===== config.mk =====
export PLATFORM = sky130hd
export DESIGN_NAME = uart_tx_arbiter
export DESIGN_NICKNAME = d
export VERILOG_FILES = /design/src/rtl/uart_tx_arbiter.sv
export SDC_FILE = /design/constraint.sdc
export NUM_CORES = 1
export LEC_CHECK = 0
export CORE_MARGIN = 2
export CORE_UTILIZATION = 41
export DETAILED_ROUTE_END_ITERATION = 10
export MAX_ROUTING_LAYER = met4
export PLACE_DENSITY = 0.94
export REMOVE_ABC_BUFFERS = 1
export SETUP_SLACK_MARGIN = 0.02
export SLEW_MARGIN = 30
export SYNTH_ARGS = -nofsm -noshare
export SYNTH_HDL_FRONTEND = slang
export SYNTH_SLANG_ARGS = --single-unit
export TNS_END_PERCENT = 50

===== constraint.sdc =====
create_clock -name clk -period 7.2 [get_ports clk]
set_input_delay 1.8 -clock clk [delete_from_list [all_inputs] [get_ports clk]]
set_output_delay 1.8 -clock clk [all_outputs]
set_load 0.01 [all_outputs]

===== src/rtl/uart_tx_arbiter.sv =====
// rtl/uart_tx_arbiter.sv - round-robin arbiter sharing the BufferedUart transmit write port
module uart_tx_arbiter #(
  parameter int NUM_REQ    = 4,
  parameter int DATA_WIDTH = 11,
  parameter int ID_W       = $clog2(NUM_REQ)
) (
  input  logic                          clk,
  input  logic                          rst,
  input  logic [NUM_REQ-1:0]            req,
  input  logic [NUM_REQ-1:0]            lock,
  input  logic [NUM_REQ*DATA_WIDTH-1:0] data,
  output logic [NUM_REQ-1:0]            ack,
  output logic                          busy,
  output logic [ID_W-1:0]               grantId,
  input  logic                          uartFull,
  output logic                          uartWriteReq,
  input  logic                          uartWriteAck,
  output logic [DATA_WIDTH-1:0]         uartDataIn
);

  typedef enum logic {IDLE, SEND} state_t;

  state_t                 state, stateNext;
  logic                   lockHeld, lockNext;
  logic [NUM_REQ-1:0]     ackNext;
  logic [ID_W-1:0]        grantNext;
  logic                   writeReqNext;
  logic [DATA_WIDTH-1:0]  dataNext;
  logic [ID_W-1:0]        winner;
  logic                   lockValid;
  logic                   found;

  // A held lock wins outright; otherwise search starts just past the last grant.
  always_comb begin
    lockValid = lockHeld && req[grantId];
    winner    = grantId;
    found     = 1'b0;
    if (!lockValid) begin
      for (int k = 1; k <= NUM_REQ; k++) begin
        if (!found && req[ID_W'((int'(grantId) + k) % NUM_REQ)]) begin
          winner = ID_W'((int'(grantId) + k) % NUM_REQ);
          found  = 1'b1;
        end
      end
    end
  end

  always_comb begin
    stateNext    = state;
    lockNext     = lockHeld;
    ackNext      = '0;
    grantNext    = grantId;
    writeReqNext = uartWriteReq;
    dataNext     = uartDataIn;
    case (state)
      IDLE: begin
        if (lockHeld && !req[grantId]) lockNext = 1'b0;
        if (!uartFull && (|req)) begin
          dataNext        = data[int'(winner)*DATA_WIDTH +: DATA_WIDTH];
          grantNext       = winner;
          lockNext        = lock[winner];
          ackNext[winner] = 1'b1;
          writeReqNext    = 1'b1;
          stateNext       = SEND;
        end
      end
      SEND: begin
        if (uartWriteAck) begin
          writeReqNext = 1'b0;
          stateNext    = IDLE;
        end
      end
    endcase
  end

  always_ff @(posedge clk) begin
    if (rst) begin
      state        <= IDLE;
      lockHeld     <= 1'b0;
      ack          <= '0;
      grantId      <= ID_W'(NUM_REQ - 1);
      uartWriteReq <= 1'b0;
      uartDataIn   <= '0;
    end else begin
      state        <= stateNext;
      lockHeld     <= lockNext;
      ack          <= ackNext;
      grantId      <= grantNext;
      uartWriteReq <= writeReqNext;
      uartDataIn   <= dataNext;
    end
  end

  assign busy = (state != IDLE);

endmodule


==> impl_results.md, run 1 <==
* Slew of the pin with the lowest slew margin at 0.829 ns
* Mux share of post-synthesis cell area at 23.6%
* N_diodes at 0
* Peak supply drop at 0.123 mV
* CTS resizes at 0
* Worst setup SP type: input pin
* Post-synth EDFFs at 0
* Reg clk slew, reported paths at 0.11 ns
* Period utilization at 57.9%
* Outcome: finished clean
* First-pass GRT wire length at 5540 um
* Die area at 3620 um^2
* Pre-CTS setup slack at 2.78 ns
* Synth warn at 0
* Mapped cell area at 1290 um^2
* # DRC at 0
* Dpl hpwl at 2660 um
* Initial Util at 42.7%
* Slowest cell on the critical path: clkdlybuf4s50_1
* Worst Path Buf+Inv at 2
* CP max FO at 24
* Initial antenna violation count at 0
* Final Hold Viols at 0
* Grt total ovfl at 0
* Sink Count at 20
* First-pass iteration count of the detailed router at 4
* Largest net degree at the start of global routing at 25
* Post-Synth Simple-Gate Area at 17.0%
* Compound-cell area share of the yosys netlist at 20.5%
* Final setup violating endpoints at 0
* DRT antenna net count at 0
* Worst-Skew Late Latency at 0.29 ns
* # Post-CTS Setup Buffers at 0
* Tmin final at 4.17 ns
* Synth Area in Adders at 0%
* Post-CTS Hold Fix Bufs at 0
* Vias in the first global route at 1,287
* Vias/cell at 5.29
* I/O Buffers at 74
* Die extent in x at 60.2 um
* Hold/Removal Path Class: reg -> reg
* Maximum capacitance violations at 0
* Post-synth top area cell: dfxtp_1
* Longest Clk Path Bufs at 2
* Initial drt markers at 103
* Worst endpoint data arrival time at 4.33 ns
* CP peak stage delay at 0.65 ns
* Post-synth ARST share at 0%
* Root Buffer: clkbuf_4
* Synth-to-Final Area Change at 57.2%
* Die Ht at 60.2 um
* Synth Flop Type: dfxtp_1
* Final GP Congestion at 0.936
* Total number of vias at 1,338
* Layout cells sized above 1 at 5.74%
* Crit-path cells: clkdlybuf4s50_1 > or4b_1 > a2bb2oi_1 > a211oi_2 > nor3_2 > buf_4 > mux2i_1 > o221ai_1
* Combinational family with the most area after synthesis: multiplexers
* Unrepaired setup endpoints after global routing: no
* Post-route setup TNS at 0 ns
* Dominant delay contributor by cell family on the critical path: buffers and inverters
* P per Cell Area at 175 nW/um^2
* Worst path setup slack after routing at 3.03 ns
* Wire per inst at 13.4 um
* Dpl cells at 250
* LEAKAGE at 0.831 nW
* XOR/XNOR Fraction of Synth Area at 0%
* Final Slew Violations at 0
* Mapped Cells at 141
* Routed wire length at 3400 um
* CTS tree: yes
* Critical path capture point type: flip-flop
* # IOs at 75
* Final Util at 67.1%
* Core ar. at 3030 um^2
* Netlist cell types at 38
* Register bit total from synthesis at 20
* Tot GR Track Use at 20.7%
* Headroom to the max-slew limit at 44.6%
* Nets@finish at 267
* Rows at 20
* Avg Inst Size Synth at 9.18 um^2
* Fin cells at 253
* CTS Buf Count at 3
* Fmax achieved at 0.240 GHz
* Clock skew at 0.00456 ns
* WP data required at 7.36 ns
* Seq/Total Area, Yosys at 30.9%
* WS Path Type: in -> reg
* H-tree Lvls at 1
* Area share of the largest cell type after synthesis at 30.9%
* Synth top area cells: dfxtp_1, mux2i_1, o221ai_1
[metrics by stage]
step	total power (W)	hold WS (ns)	area [um^2]
after floorplan	0.000235	0.453	1200
after global placement	0.000305	0.445	2010
after detailed placement	0.000308	0.449	2010
after CTS	0.000359	0.477	2030
after global routing	0.000379	0.510	2030
final	0.000356	0.473	2030
[power by group]
group	switching, W	internal (W)	total [W]
Sequential	0.0000115	0.000126	0.000137
Combinational	0.0000715	0.0000964	0.000168
Clock	0.0000315	0.0000194	0.0000509
Total	0.000114	0.000241	0.000356
[synth_stat cells (all sizes together) (2+ instances only)]
library cell	number
mux2i	27
dfxtp	20
nand2	18
o221ai	12
nor2	11
buf	9
a21oi	6
nand2b	5
nor3	3
o21ai	3
a211o	2
a21boi	2
a2bb2oi	2
inv	2
mux2	2
nand3	2
[placed cells by master, fill, tap and decap left out, drive strengths merged, types with 2 or more instances in the layout]
master         count
a211o              2
nand3              2
o21ai              3
dfxtp             20
nand2b             5
o221ai            12
a2bb2oi            2
clkbuf             3
a21oi              6
nand2             18
mux2i             27
clkdlybuf4s50     74
mux2               2
a21boi             2
nor2              11
nor3               3
inv                2
[sequential cells by signal (all words and copies together), names as in the netlist]
name	cells
uartDataIn	11
ack	4
grantId	2
busy	1
lockHeld	1
uartWriteReq	1
[final timing paths]
check | start | cells past startpoint | slack [ns] | end
max | req[1] | 8 | 3.03 | uartDataIn[4]$_SDFFE_PP0P_
min reg2reg | uartDataIn[7]$_SDFFE_PP0P_ | 2 | 0.47 | uartDataIn[7]$_SDFFE_PP0P_
max reg2reg | grantId[1]$_SDFFE_PP1P_ | 7 | 4.53 | uartDataIn[4]$_SDFFE_PP0P_
min | uartDataIn[7]$_SDFFE_PP0P_ | 2 | 0.47 | uartDataIn[7]$_SDFFE_PP0P_
[tightest hold or removal path, cell delays in order (launching register included)]
cell      delay, ns
dfxtp_1        0.34
nand2_1        0.05
o221ai_1       0.05
[kinds of logic (layout without fill, tap and decap cells)]
family	Yosys count	count (layout)
AO/OA/AOI/OAI	33	33
AND/OR/NAND/NOR	46	46
buffers and inverters	13	81
flip-flops	20	20
multiplexers	29	29
[per-layer routing]
metal / vias to the layer above / wire length (um) / GRT usage [%]
met1: 614 / 1470 / 24.7
met5: - / 0 / -
met4: 0 / 23 / 4.13
li1: 660 / - / -
met2: 62 / 1650 / 34.8
met3: 2 / 252 / 5.84
[area by class of cell]
type                            instances  area (um^2)
Fill cell                             266          995
Inverter                                3         11.3
Clock buffer                            3         22.5
Multi-Input combinational cell        108          796
Timing Repair Buffer                   75          748
Tap cell                               44         55.1
Sequential cell                        20          400
(Power assumes the default switching activity.)
==> inputs of run 2 (changes only) <==
--- a/config.mk
+++ b/config.mk
@@ -6,10 +6,10 @@
 export NUM_CORES = 1
 export LEC_CHECK = 0
 export CORE_MARGIN = 2
-export CORE_UTILIZATION = 41
+export CORE_UTILIZATION = 38
 export DETAILED_ROUTE_END_ITERATION = 10
 export MAX_ROUTING_LAYER = met4
-export PLACE_DENSITY = 0.94
+export PLACE_DENSITY = 0.88
 export REMOVE_ABC_BUFFERS = 1
 export SETUP_SLACK_MARGIN = 0.02
 export SLEW_MARGIN = 30
==> constraint.sdc (replaced) <==
create_clock -name clk -period 4.4 [get_ports clk]
set_input_delay 1.1 -clock clk [delete_from_list [all_inputs] [get_ports clk]]
set_output_delay 1.1 -clock clk [all_outputs]
set_load 0.01 [all_outputs]
==> impl_results.md, run 2 (synthesis gave the netlist of run 1 again) <==
* Outcome: finished clean (unchanged)
* Clock skew at 0.0113 ns (was 0.00456 ns)
* Routed wire length at 3360 um (was 3400 um)
* Worst path setup slack after routing at 1.06 ns (was 3.03 ns)
* Layout fillers at 307 (was 266)
* WP data required at 4.56 ns (was 7.36 ns)
* Period utilization at 75.9%
* Sink Count at 20 (unchanged)
* Biggest regs: uartDataIn (11), ack (4), grantId (2) (unchanged)
* Reg with most FFs: uartDataIn (unchanged)
* Psw at 0.000193 W (was 0.000114 W)
* Die extent in x at 62.4 um (was 60.2 um)
* Wire per inst at 13.1 um (was 13.4 um)
* P_int at 0.000455 W (was 0.000241 W)
* Initial antenna violation count at 0 (unchanged)
* Layout cells sized above 1 at 6.19% (was 5.74%)
* Nets@finish at 267 (unchanged)
* H-tree Lvls at 1 (unchanged)
* Final Slew Violations at 0 (unchanged)
* P per Cell Area at 314 nW/um^2 (was 175 nW/um^2)
* Worst endpoint data arrival time at 3.50 ns (was 4.33 ns)
* LEAKAGE at 0.846 nW (was 0.831 nW)
* Slew of the pin with the lowest slew margin at 0.900 ns (was 0.829 ns)
* Largest net degree at the start of global routing at 28 (was 25)
* Worst-Skew Late Latency at 0.30 ns (was 0.29 ns)
* Core ar. at 3310 um^2 (was 3030 um^2)
* Unrepaired setup endpoints after global routing: no (unchanged)
* Headroom to the max-slew limit at 39.9% (was 44.6%)
* Longest Clk Path Bufs at 2 (unchanged)
* CP max FO at 14 (was 24)
* Reg power frac at 34.6% (was 38.5%)
* Post-CTS Hold Fix Bufs at 0 (unchanged)
* Fmax achieved at 0.299 GHz
* Vias in the first global route at 1,322 (was 1,287)
* Pre-CTS setup slack at 0.777 ns (was 2.78 ns)
* Logic pwr share at 42.4% (was 47.2%)
* Vias/cell at 5.18 (was 5.29)
* Rows at 21 (was 20)
* Critical path capture point type: flip-flop (unchanged)
* # Post-CTS Setup Buffers at 0 (unchanged)
* # DRC at 0 (unchanged)
* Most frequent cells in the layout: clkdlybuf4s50_1, mux2i_1, dfxtp_1 (unchanged)
* CTS Buf Count at 3 (unchanged)
* Hold/Removal Path Class: reg -> reg (unchanged)
* Final Hold Viols at 0 (unchanged)
* Most common cell after layout, fill and taps aside: clkdlybuf4s50_1 (unchanged)
* Clock Power Share at 23.0% (was 14.3%)
* First-pass GRT wire length at 5870 um (was 5540 um)
* Initial Util at 39.1% (was 42.7%)
* Maximum capacitance violations at 0 (unchanged)
* Dpl hpwl at 2560 um (was 2660 um)
* DRT antenna net count at 0 (unchanged)
* Peak supply drop at 0.192 mV (was 0.123 mV)
* # IOs at 75 (unchanged)
* WS Path Type: in -> reg (unchanged)
* CTS tree: yes (unchanged)
* Worst hold margin at 0.466 ns (was 0.473 ns)
* Grt total ovfl at 0 (unchanged)
* Reg clk slew, reported paths at 0.10 ns (was 0.11 ns)
* Sw frac at 29.8% (was 32.2%)
* I/O Buffers at 74 (unchanged)
* Total number of vias at 1,326 (was 1,338)
* Final setup violating endpoints at 0 (unchanged)
* Die Ht at 62.4 um (was 60.2 um)
* Tot GR Track Use at 18.8% (was 20.7%)
* N_diodes at 0 (unchanged)
* Synth-to-Final Area Change at 59.7% (was 57.2%)
* Total power at 0.000649 W (was 0.000356 W)
* Number of flip-flops in the largest register at 11 (unchanged)
* First-pass iteration count of the detailed router at 4 (unchanged)
* Tmin final at 3.34 ns
* Final GP Congestion at 0.900 (was 0.936)
* Initial drt markers at 19 (was 103)
* CTS resizes at 0 (unchanged)
* Root Buffer: clkbuf_4 (unchanged)
* Die area at 3890 um^2 (was 3620 um^2)
* Worst setup SP type: input pin (unchanged)
## run 2: final timing paths
check,startpoint,endpoint,slack [ns],cells after the start
min reg2reg,uartWriteReq$_SDFFE_PP0P_,uartWriteReq$_SDFFE_PP0P_,0.47,2
min,uartWriteReq$_SDFFE_PP0P_,uartWriteReq$_SDFFE_PP0P_,0.47,2
max,req[1],uartDataIn[2]$_SDFFE_PP0P_,1.06,7
max reg2reg,grantId[1]$_SDFFE_PP1P_,uartDataIn[2]$_SDFFE_PP0P_,1.90,6
## run 2: worst max-delay path: stages
cell	delay (ns)
clkdlybuf4s50_1	0.55
or4b_1	0.56
a2bb2oi_1	0.19
a21oi_2	0.21
a2bb2oi_2	0.18
nand2b_1	0.50
o221ai_1	0.20
## run 2: cell type report
class | instances | area, um^2 | area share, %
inverter | 3 | 11.3 | 0.545
timing repair buffer | 75 | 748 | 36.2
clock buffer | 3 | 22.5 | 1.09
multi-input combinational | 108 | 796 | 38.5
tap | 46 | 57.6 | 2.79
sequential | 20 | 400 | 19.4
clock inverter | 1 | 30.0 | 1.45
## run 2: per-layer routing
metal,global-route usage (%),part of all wire [%]
met1,22.6,43
met2,31.9,50
met3,5.07,6.7
met4,3.61,0.80
met5,-,0
## run 2: through the flow
stage / utilization (%) / setup TNS (ns) / instance area (um^2) / instances
after floorplan: - / -5.11 / 1200 / 131
after global placement: 60.8 / 0 / 2010 / 252
after detailed placement: 60.8 / 0 / 2010 / 252
after CTS: 62.4 / 0 / 2070 / 256
after global routing: 62.4 / 0 / 2070 / 256
final: 62.4 / 0 / 2070 / 256
## run 2: power by group through the flow
| stage | combinational (W) | clock (W) | sequential (W) |
|---|---|---|---|
| final | 0.000275 | 0.000149 | 0.000225 |
| after global routing | 0.000299 | 0.000161 | 0.000228 |
| after CTS | 0.000276 | 0.000151 | 0.000224 |
| after detailed placement | 0.000275 | 0 | 0.000227 |
| after global placement | 0.000272 | 0 | 0.000227 |
| after floorplan | 0.000149 | 0 | 0.000236 |
==> inputs of run 3 (changes only) <==
==> constraint.sdc (replaced) <==
create_clock -name clk -period 3.1 [get_ports clk]
set_input_delay 0.775 -clock clk [delete_from_list [all_inputs] [get_ports clk]]
set_output_delay 0.775 -clock clk [all_outputs]
set_load 0.01 [all_outputs]
==> impl_results.md, run 3 (synthesis gave the netlist of run 1 again) <==
* Total power at 0.000875 W (was 0.000649 W)
* Worst path setup slack after routing at 0.324 ns (was 1.06 ns)
* CTS tree: yes (unchanged)
* Hold path startpoint: uartWriteReq$_SDFFE_PP0P_ (unchanged)
* Slew of the pin with the lowest slew margin at 0.876 ns (was 0.900 ns)
* Hold/Removal Path Class: reg -> reg (unchanged)
* WP data required at 3.28 ns (was 4.56 ns)
* Largest net degree at the start of global routing at 28 (unchanged)
* Initial Util at 39.1% (unchanged)
* I/O Buffers at 74 (unchanged)
* Root Buffer: clkbuf_4 (unchanged)
* Final setup violating endpoints at 0 (unchanged)
* H-tree Lvls at 1 (unchanged)
* Worst setup SP type: input pin (unchanged)
* Routed wire length at 3410 um (was 3360 um)
* CTS Buf Count at 3 (unchanged)
* Outcome: finished clean (unchanged)
* Longest Clk Path Bufs at 2 (unchanged)
* # DRC at 0 (unchanged)
* N_diodes at 0 (unchanged)
* P per Cell Area at 417 nW/um^2 (was 314 nW/um^2)
* Die area at 3890 um^2 (unchanged)
* Clock skew at 0.00174 ns (was 0.0113 ns)
* WS Path Type: in -> reg (unchanged)
* First-pass iteration count of the detailed router at 5 (was 4)
* Die Ht at 62.4 um (unchanged)
* Tmin final at 2.78 ns
* Maximum capacitance violations at 0 (unchanged)
* Final GP Congestion at 0.799 (was 0.900)
* Reg power frac at 36.5% (was 34.6%)
* Layout cells sized above 1 at 8.37% (was 6.19%)
* Slowest cell on the critical path: clkdlybuf4s50_1 (was or4b_1)
* Fmax achieved at 0.360 GHz
* RR Startpoint: grantId[1]$_SDFFE_PP1P_ (unchanged)
* Headroom to the max-slew limit at 41.5% (was 39.9%)
* Pre-CTS setup slack at 0.00671 ns (was 0.777 ns)
* Most common cell after layout, fill and taps aside: clkdlybuf4s50_1 (unchanged)
* # IOs at 75 (unchanged)
* # Post-CTS Setup Buffers at 0 (unchanged)
* Unrepaired setup endpoints after global routing: no (unchanged)
* Vias/cell at 5.12 (was 5.18)
* Psw at 0.000274 W (was 0.000193 W)
* Die extent in x at 62.4 um (unchanged)
* CP max FO at 27 (was 14)
* Wire per inst at 13.1 um (about the same)
* Tot GR Track Use at 18.1% (was 18.8%)
* Most frequent cells in the layout: clkdlybuf4s50_1, mux2i_1, dfxtp_1 (unchanged)
* Post-route setup TNS at 0 ns (unchanged)
* Rows at 21 (unchanged)
* Post-route cell area at 2100 um^2 (was 2070 um^2)
* Logic pwr share at 46.6% (was 42.4%)
* Worst-Skew Late Latency at 0.29 ns (was 0.30 ns)
* Dpl hpwl at 2710 um (was 2560 um)
* Reg with most FFs: uartDataIn (unchanged)
* Period utilization at 89.6%
* Core ar. at 3310 um^2 (unchanged)
* Worst hold margin at 0.465 ns (was 0.466 ns)
* Initial drt markers at 34 (was 19)
* LEAKAGE at 0.865 nW (was 0.846 nW)
* Initial antenna violation count at 0 (unchanged)
* CTS resizes at 0 (unchanged)
* Clock Power Share at 16.9% (was 23.0%)
* Synth-to-Final Area Change at 62.3% (was 59.7%)
* Sink Count at 20 (unchanged)
* Area occupied by multi-input gates at 796 um^2 (unchanged)
* Post-CTS Hold Fix Bufs at 0 (unchanged)
* Vias in the first global route at 1,315 (was 1,322)
* Sw frac at 31.3% (was 29.8%)
* Worst setup path startpoint: req[1] (unchanged)
* DP Area at 2060 um^2 (was 2010 um^2)
* DRT antenna net count at 0 (unchanged)
* CP peak stage delay at 0.63 ns (was 0.56 ns)
* Crit-path cells: clkdlybuf4s50_1 > or4b_1 > a2bb2oi_1 > a211oi_2 > nor3_2 > buf_12 > mux2i_1 > o221ai_1 (was clkdlybuf4s50_1 > or4b_1 > a2bb2oi_1 > a21oi_2 > a2bb2oi_2 > nand2b_1 > o221ai_1)
* FF/Latch Area at 400 um^2 (unchanged)
* Number of flip-flops in the largest register at 11 (unchanged)
* Nets@finish at 272 (was 267)
* Final Hold Viols at 0 (unchanged)
* Biggest regs: uartDataIn (11), ack (4), grantId (2) (unchanged)
* Worst endpoint data arrival time at 2.96 ns (was 3.50 ns)
* Grt total ovfl at 0 (unchanged)
* First-pass GRT wire length at 5590 um (was 5870 um)
* Total number of vias at 1,336 (was 1,326)
* Final Slew Violations at 0 (unchanged)
* Reg clk slew, reported paths at 0.11 ns (was 0.10 ns)
* Critical path capture point type: flip-flop (unchanged)
* P_int at 0.000601 W (was 0.000455 W)
* Layout fillers at 285 (was 307)
* Peak supply drop at 0.258 mV (was 0.192 mV)
==> run 3: through the flow <==
step / utilization (%) / std cells
6_report: 63.4 / 261
5_1_grt: 63.4 / 261
4_1_cts: 63.4 / 261
3_5_place_dp: 62.3 / 257
3_3_place_gp: 62.3 / 257
2_1_floorplan: - / 131
==> run 3: area by class of cell <==
type / count / area share [%]
multi-input combinational: 108 / 37.9
timing repair buffer: 80 / 38.0
clock buffer: 4 / 1.73
sequential: 20 / 19.1
inverter: 3 / 0.536
tap: 46 / 2.74
==> run 3: final timing paths <==
kind	end	slack, ns	depth (start not counted)
setup / recovery	lockHeld$_SDFFE_PP0P_	0.32	8
hold / removal	uartWriteReq$_SDFFE_PP0P_	0.47	2
setup reg to reg	lockHeld$_SDFFE_PP0P_	0.76	7
hold reg to reg	uartWriteReq$_SDFFE_PP0P_	0.47	2
==> run 3: power by group through the flow <==
| stage | Clock [W] | Sequential (W) | Combinational, W |
|---|---|---|---|
| after floorplan | 0 | 0.000335 | 0.000211 |
| after global placement | 0 | 0.000323 | 0.000403 |
| after detailed placement | 0 | 0.000323 | 0.000411 |
| after CTS | 0.000152 | 0.000319 | 0.000411 |
| after global routing | 0.000163 | 0.000324 | 0.000437 |
| final | 0.000148 | 0.000319 | 0.000408 |
==> run 3: metal layers <==
| metal | wire (um) | up-vias | global-route usage (%) |
|---|---|---|---|
| li1 | - | 670 | - |
| met1 | 1390 | 595 | 20.3 |
| met2 | 1750 | 64 | 32.6 |
| met3 | 232 | 7 | 4.71 |
| met4 | 38 | 0 | 3.33 |
| met5 | 0 | - | - |
==> run 3: worst max-delay path: cells and delay by family <==
kind | cells | cell delay [ns]
AOI/OAI and AO/OA | 3 | 0.61
muxes | 1 | 0.23
and+or+nand+nor | 2 | 0.46
buffers and inverters | 2 | 0.88
